[src/rtl/imem_loader.sv]
// rtl/imem_loader.sv - byte-stream loader that fills instruction memory and holds the CPU until verified
// Optional inter-byte timeout: define IMEM_LOADER_TIMEOUT_EN.
module imem_loader #(
  parameter int unsigned DEPTH_WORDS    = 256,
  parameter int unsigned TIMEOUT_CYCLES = 1024
) (
  input  logic        clk,
  input  logic        rst,
  input  logic        start,
  input  logic        byte_valid,
  input  logic [7:0]  byte_data,
  output logic        byte_ready,
  output logic        wr_en,
  output logic [15:0] wr_addr,
  output logic [15:0] wr_data,
  output logic        cpu_hold,
  output logic        done,
  output logic        err
);

  typedef enum logic [2:0] {
    IDLE, LEN_HI, LEN_LO, DATA_HI, DATA_LO, CHECK, DONE, ERROR
  } state_t;

  state_t      state;
  logic [15:0] len;
  logic [15:0] idx;
  logic [15:0] idx_next;
  logic [7:0]  hi_byte;
  logic [7:0]  csum;
  logic        accept;

  assign accept   = byte_valid & byte_ready;
  assign idx_next = idx + 16'd1;

`ifdef IMEM_LOADER_TIMEOUT_EN
  localparam int unsigned TW = $clog2(TIMEOUT_CYCLES + 1);
  logic [TW-1:0] tcnt;
  logic          timeout;

  // byte_ready doubles as "in a receive state", so the idle count only runs there
  assign timeout = byte_ready && !accept && (tcnt == TW'(TIMEOUT_CYCLES - 1));
`endif

  always_ff @(posedge clk or negedge rst) begin
    if (!rst) begin
      state      <= IDLE;
      byte_ready <= 1'b0;
      wr_en      <= 1'b0;
      wr_addr    <= 16'd0;
      wr_data    <= 16'd0;
      cpu_hold   <= 1'b1;
      done       <= 1'b0;
      err        <= 1'b0;
      len        <= 16'd0;
      idx        <= 16'd0;
      hi_byte    <= 8'd0;
      csum       <= 8'd0;
`ifdef IMEM_LOADER_TIMEOUT_EN
      tcnt       <= '0;
`endif
    end else begin
      wr_en <= 1'b0;
      case (state)
        IDLE, DONE, ERROR: begin
          if (start) begin
            state      <= LEN_HI;
            byte_ready <= 1'b1;
            idx        <= 16'd0;
            csum       <= 8'd0;
            done       <= 1'b0;
            err        <= 1'b0;
            cpu_hold   <= 1'b1;
          end
        end
        LEN_HI: begin
          if (accept) begin
            len[15:8] <= byte_data;
            state     <= LEN_LO;
          end
        end
        LEN_LO: begin
          if (accept) begin
            len[7:0] <= byte_data;
            if ({1'b0, len[15:8], byte_data} > 17'(DEPTH_WORDS)) begin
              state      <= ERROR;
              byte_ready <= 1'b0;
              err        <= 1'b1;
            end else if ({len[15:8], byte_data} == 16'd0) begin
              state <= CHECK;
            end else begin
              state <= DATA_HI;
            end
          end
        end
        DATA_HI: begin
          if (accept) begin
            hi_byte <= byte_data;
            csum    <= csum ^ byte_data;
            state   <= DATA_LO;
          end
        end
        DATA_LO: begin
          if (accept) begin
            csum    <= csum ^ byte_data;
            wr_en   <= 1'b1;
            wr_data <= {hi_byte, byte_data};
            wr_addr <= {idx[14:0], 1'b0};
            idx     <= idx_next;
            state   <= (idx_next == len) ? CHECK : DATA_HI;
          end
        end
        CHECK: begin
          if (accept) begin
            byte_ready <= 1'b0;
            if (byte_data == csum) begin
              state    <= DONE;
              done     <= 1'b1;
              cpu_hold <= 1'b0;
            end else begin
              state <= ERROR;
              err   <= 1'b1;
            end
          end
        end
        default: begin
          state      <= IDLE;
          byte_ready <= 1'b0;
        end
      endcase

`ifdef IMEM_LOADER_TIMEOUT_EN
      if (!byte_ready || accept) tcnt <= '0;
      else                       tcnt <= tcnt + TW'(1);
      // Placed after the case so a stalled stream overrides the hold-in-place default
      if (timeout) begin
        state      <= ERROR;
        byte_ready <= 1'b0;
        err        <= 1'b1;
        cpu_hold   <= 1'b1;
      end
`endif
    end
  end

endmodule

[config.mk]
export PLATFORM = sky130hd
export DESIGN_NAME = imem_loader
export DESIGN_NICKNAME = d
export VERILOG_FILES = /design/src/rtl/imem_loader.sv
export SDC_FILE = /design/constraint.sdc
export NUM_CORES = 1
export LEC_CHECK = 0
export BUFFER_PORTS_ARGS = -buffer_cell sky130_fd_sc_hd__buf_2
export CORE_UTILIZATION = 59
export DETAILED_ROUTE_END_ITERATION = 8
export PLACE_DENSITY = 0.8
export SLEW_MARGIN = 15
export SYNTH_ARGS = -nofsm -noshare
export SYNTH_HDL_FRONTEND = slang
export SYNTH_SLANG_ARGS = --single-unit
[constraint.sdc]
create_clock -name clk -period 2.48 [get_ports clk]
set_input_delay 0.124 -clock clk [delete_from_list [all_inputs] [get_ports clk]]
set_output_delay 0.124 -clock clk [all_outputs]
set_load 0.02 [all_outputs]
# Yosys cells after proc, flatten, opt, wreduce, memory -nomap -nowiden
# Cells that the tools add are included.
# Widths: inputs -> output; s select.
word_totals:
  regBits: 87
  input_bits: 12
  out_inout_bits: 37
classes:
  addsub: 1
  magnitude_cmp: 1
  eq_ne: 19
  muxes: 36
  n_bitwise: 2
  n_reduce_logical: 18
op_table:
  columns: ["op", "n"]
  rows:
  - ["$mux 16", 2]
  - ["$pmux 16 s2", 1]
  - ["$mux 3", 9]
  - ["$ne 2x2->1 const B", 9]
  - ["$pmux 3 s6", 1]
  - ["$add 16x1->16 const B", 1]
  - ["$eq 16x16->1", 1]
  - ["$gt 16x9->1 const B", 1]
  - ["$logic_not 16->1", 1]
  - ["$mux 1", 16]
  - ["$mux 8", 2]
  - ["$pmux 8 s2", 1]
  - ["$eq 3x3->1 const B", 4]
  - ["$reduce_and 6->1", 2]
  - ["$eq 8x8->1", 1]
  - ["$reduce_and 2->1", 4]
  - ["$xor 8x8->8", 1]
  - ["$eq 3x2->1 const B", 2]
  - ["$pmux 1 s3", 2]
  - ["$reduce_and 3->1", 2]
  - ["$reduce_bool 2->1", 3]
  - ["$reduce_and 5->1", 1]
  - ["$pmux 1 s2", 2]
  - ["$reduce_and 4->1", 1]
  - ["7 further kinds", 7]

# Longest topological paths before layout
depth:
  depth_word: 5
  mapped_depth: 8
  mapped_depth_nobuf: 7

# Worst setup path after synthesis
# OpenSTA, ideal clock, no wires.
synth_timing:
  path_type: "reg-to-reg"
  startpoint: "register idx[1]"
  endpoint: "register state[1]"
  setup_ns: 0.118
  arrival_time_ns: 2.155
  required_time_ns: 2.362
  slack_ns: 0.207
  stages_incl_launch_ff: 9
  n_path_buf: 1
  synth_period_minus_slack_ns: 2.273
  path_cell_list: "dfrtp_1 -> ha_1 -> and3_1 -> buf_2 -> nand4_1 -> a211oi_1 -> o221ai_1 -> or4_4 -> a21o_1"
synth_between:
  elab_chain_cells: 5
synth_lines:
  columns: ["element", "line_no", "rtl"]
  rows:
  - ["from (decl)", "27", "logic [15:0] idx;"]
  - ["from (signal assigned)", "109", "idx <= idx_next;"]
  - ["$add 16x1->16", "34", "assign idx_next = idx + 16'd1;"]
  - ["$eq 16x16->1", "110", "state <= (idx_next == len) ? CHECK : DATA_HI;"]
  - ["$mux 3", "110", null]
  - ["$mux 3", "104", "if (accept) begin"]
  - ["$pmux 3 s6", "64", "case (state)"]
  - ["to (signal assigned)", "110", null]
  - ["to (decl)", "25", "state_t state;"]
# No other way between the ends. The select of a mux whose other input is x is not followed.
# A chain may end at the register's enable or synchronous reset.

# Worst setup path in the final report
# Ends and elaborated chain as after synthesis.

==> impl_metrics.tcl <==
set metrics [dict create \
    status "finished, final reports clean" \
    cp.arrival_ns 2.60 \
    drc 0 \
    num_io_pins 49 \
    place_congestion 0.864 \
    p_sw_frac 0.251 \
    synth-seq-cells 87 \
    hold_path_class "primary input to register" \
    wl_um 10000 \
    r2r-end "state[1]" \
    fin_util 0.679 \
    yosys_most_used_dff "dfrtp_1" \
    track_usage 0.280 \
    grt_max_degree 88 \
    n_antenna_cell 0 \
    setup_tns_ns 0 \
    drive_above_1_share 0.213 \
    worstHoldStart "byte_valid" \
    core_area_um2 7250 \
    relSlewSlack 0.569 \
    worstSkewPairLatency_ns 0.37 \
    post_cts_buffers 0 \
    synth_commonest_cells "nand2_1 (117), dfrtp_1 (86), o21ai_0 (35)" \
    worstSetupStartpointType "register" \
    p_int_mw 1.86 \
    cpMaxStageDelayCell "or4_4" \
    cts-root-buf "clkbuf_8" \
    drv_slew 0 \
    whs_path_depth 2 \
    r2r_cells 7 \
    finalCriticalPeriod_ns 2.34 \
    drtAntennaViolNets 0 \
    grt_pass1_wl_um 16400 \
    io_buffer_count 47 \
    grt_pass1_vias 3365 \
    grt_antenna_before_repair 0 \
    cap_violations 0 \
    finalPower_mw 2.48 \
    grt_overflow 0 \
    setup_viol 0 \
    hpwl_um 6840 \
    syn_area_um2 4410 \
    wl_per_cell_um 16.5 \
    leakagePower_nw 2.57 \
    synth_area_leader_cell "dfrtp_1" \
    synth_cell_types 56 \
    reg2reg_from "idx[1]" \
    vias_per_cell 5.86 \
    async_flop_share 1.00 \
    crit_path_max_incr_delay_ns 0.57 \
    numCtsBuffers 9 \
    final_hold_viol_count 0 \
    cp_max_fo 5 \
    fin_crit_sh 0.944 \
    timing.fmax_ghz 0.427 \
    seqPwrFrac 0.576 \
    layout.nets 519 \
    die_y_um 88.5 \
    synthToLayoutAreaGrowth_pct 11.7 \
    path_cells "ha_1 > and3_2 > nand4_1 > a211oi_1 > o221ai_1 > or4_4 > a21o_1" \
    syn_nets 481 \
    synth_edf_count 0 \
    drtIter0Drc 195 \
    clockBufferDepth 2 \
    n_fill_cell 592 \
    synth_top_cell_area_share 0.488 \
    seq_area_frac_synth 0.494 \
    syn_area_per_cell_um2 9.42 \
    synth_area_leaders "dfrtp_1 (49%), nand2_1 (10%), mux2_2 (6.1%)" \
    ys_warn_count 0 \
    power_per_cell_area_nw_per_um2 503 \
    fin_skew_ns 0.0114 \
    critical_path_required_ns 2.74 \
    clkSinkCount 87 \
    hold_end "state[2]" \
    post-synth-top-count-cell "nand2_1" \
    dieWidth_um 88.5 \
    ff2ff_setup_slack_ns 0.14 \
    power_switching_mw 0.623 \
    htreeDepth 3 \
    path_class "register to register" \
    end_kind "register" \
    cts_tree "yes" \
    grt_setup_unrepaired "false" \
    initial_core_util 0.608 \
    dieArea_um2 7830 \
    vias 3574 \
    ir_drop_v 0.000300 \
    tightest_slew_ns 0.640 \
    clock_power_share 0.386 \
    pwr-share-comb 0.039 \
    synthCells 468 \
    clkTransAtPathRegs_ns 0.09 \
    fp-row-count 31 \
    dr.pass1.iters 5 \
]
## stage by stage
stage          hold slack [ns]  area [um^2]  cells  worst slack, ns
6_report                0.0247         4930    610            0.138
5_1_grt                 0.0303         4930    610           0.0273
4_1_cts                 0.0130         4920    610            0.138
3_5_place_dp             0.195         4720    593            0.143
3_3_place_gp             0.193         4720    593            0.194
2_1_floorplan           -0.172         4410    468            0.207
## worst max-delay path, delay by kind of cell (launching register included)
kind            cells  cell delay (ns)
compound gates      3             0.65
fa+ha+maj           1             0.24
simple gates        3             0.98
flops               1             0.36
## cells by family after synthesis
group | count (synthesis) | share of synthesized area
adders and majority gates | 1 | 0.00284
and+or+nand+nor | 196 | 0.209
other | 1 | 0.000850
xor gates and xnor gates | 28 | 0.0556
buffers and inverters | 40 | 0.0408
muxes | 28 | 0.0704
DFF | 87 | 0.494
AOI/OAI and AO/OA | 87 | 0.127
## power groups by stage
stage	sequential [mW]	combinational, mW	clock, mW
floorplan	1.45	0.0452	0
global placement	1.46	0.0934	0
detailed placement	1.46	0.0962	0
CTS	1.43	0.0974	0.971
global route	1.43	0.109	1.02
finish	1.43	0.0958	0.956
## metal layers
metal  up-vias  global-route usage  part of all wire
li1       1679                   -                 -
met1      1723               0.371              0.45
met2       148               0.450              0.48
met3        24              0.0625             0.055
met4         0               0.109             0.021
met5         -                   0                 0
## sequential cells by signal, indices dropped and copies added, names as in the netlist
signal and count:
csum 8, wr_data 16, idx 16, done 1, state 3, wr_en 1, cpu_hold 1, err 1
wr_addr 15, len 16, hi_byte 8, byte_ready 1
## cell usage in the layout (no fill, tap or decap), types with 5 or more instances in the layout
| cell type | instances |
|---|---|
| nand2b_1 | 10 |
| a21oi_1 | 11 |
| xor2_1 | 7 |
| inv_1 | 5 |
| nor3_1 | 6 |
| o31ai_1 | 5 |
| buf_4 | 13 |
| buf_2 | 46 |
| o21ai_0 | 35 |
| dfrtp_1 | 85 |
| mux2_2 | 24 |
| nand2_1 | 117 |
| nor2_1 | 17 |
| nand3_1 | 10 |
| nand4_1 | 8 |
| clkbuf_8 | 10 |
| o2bb2ai_1 | 8 |
| xnor2_1 | 21 |
## how the worst max path moves through the flow
stage	from	end	slack, ns	cells past startpoint
finish	idx[1]	state[1]	0.14	7
global route	byte_ready	csum[6]	0.03	6
CTS	idx[3]	state[1]	0.14	6
detailed placement	idx[3]	state[1]	0.14	6
global placement	idx[5]	state[1]	0.19	7
floorplan	idx[1]	state[1]	0.21	8
## final cells by class
cell class	count	area, um^2	share of cell area
multi-input combinational	341	2050	0.417
clock inverter	6	52.6	0.0107
inverter	6	22.5	0.00457
tap	99	124	0.0251
sequential	87	2180	0.442
clock buffer	10	138	0.0279
timing repair buffer	61	358	0.0726
## what timing repair did
item / 4_1_cts / 5_1_grt
resized for setup: 0 / 2
setup endpoints to repair: 0 / 2
hold endpoints to repair: 86 / 0
hold buffers: 1 / 0
Note: power is estimated with default switching activity, not from simulation.
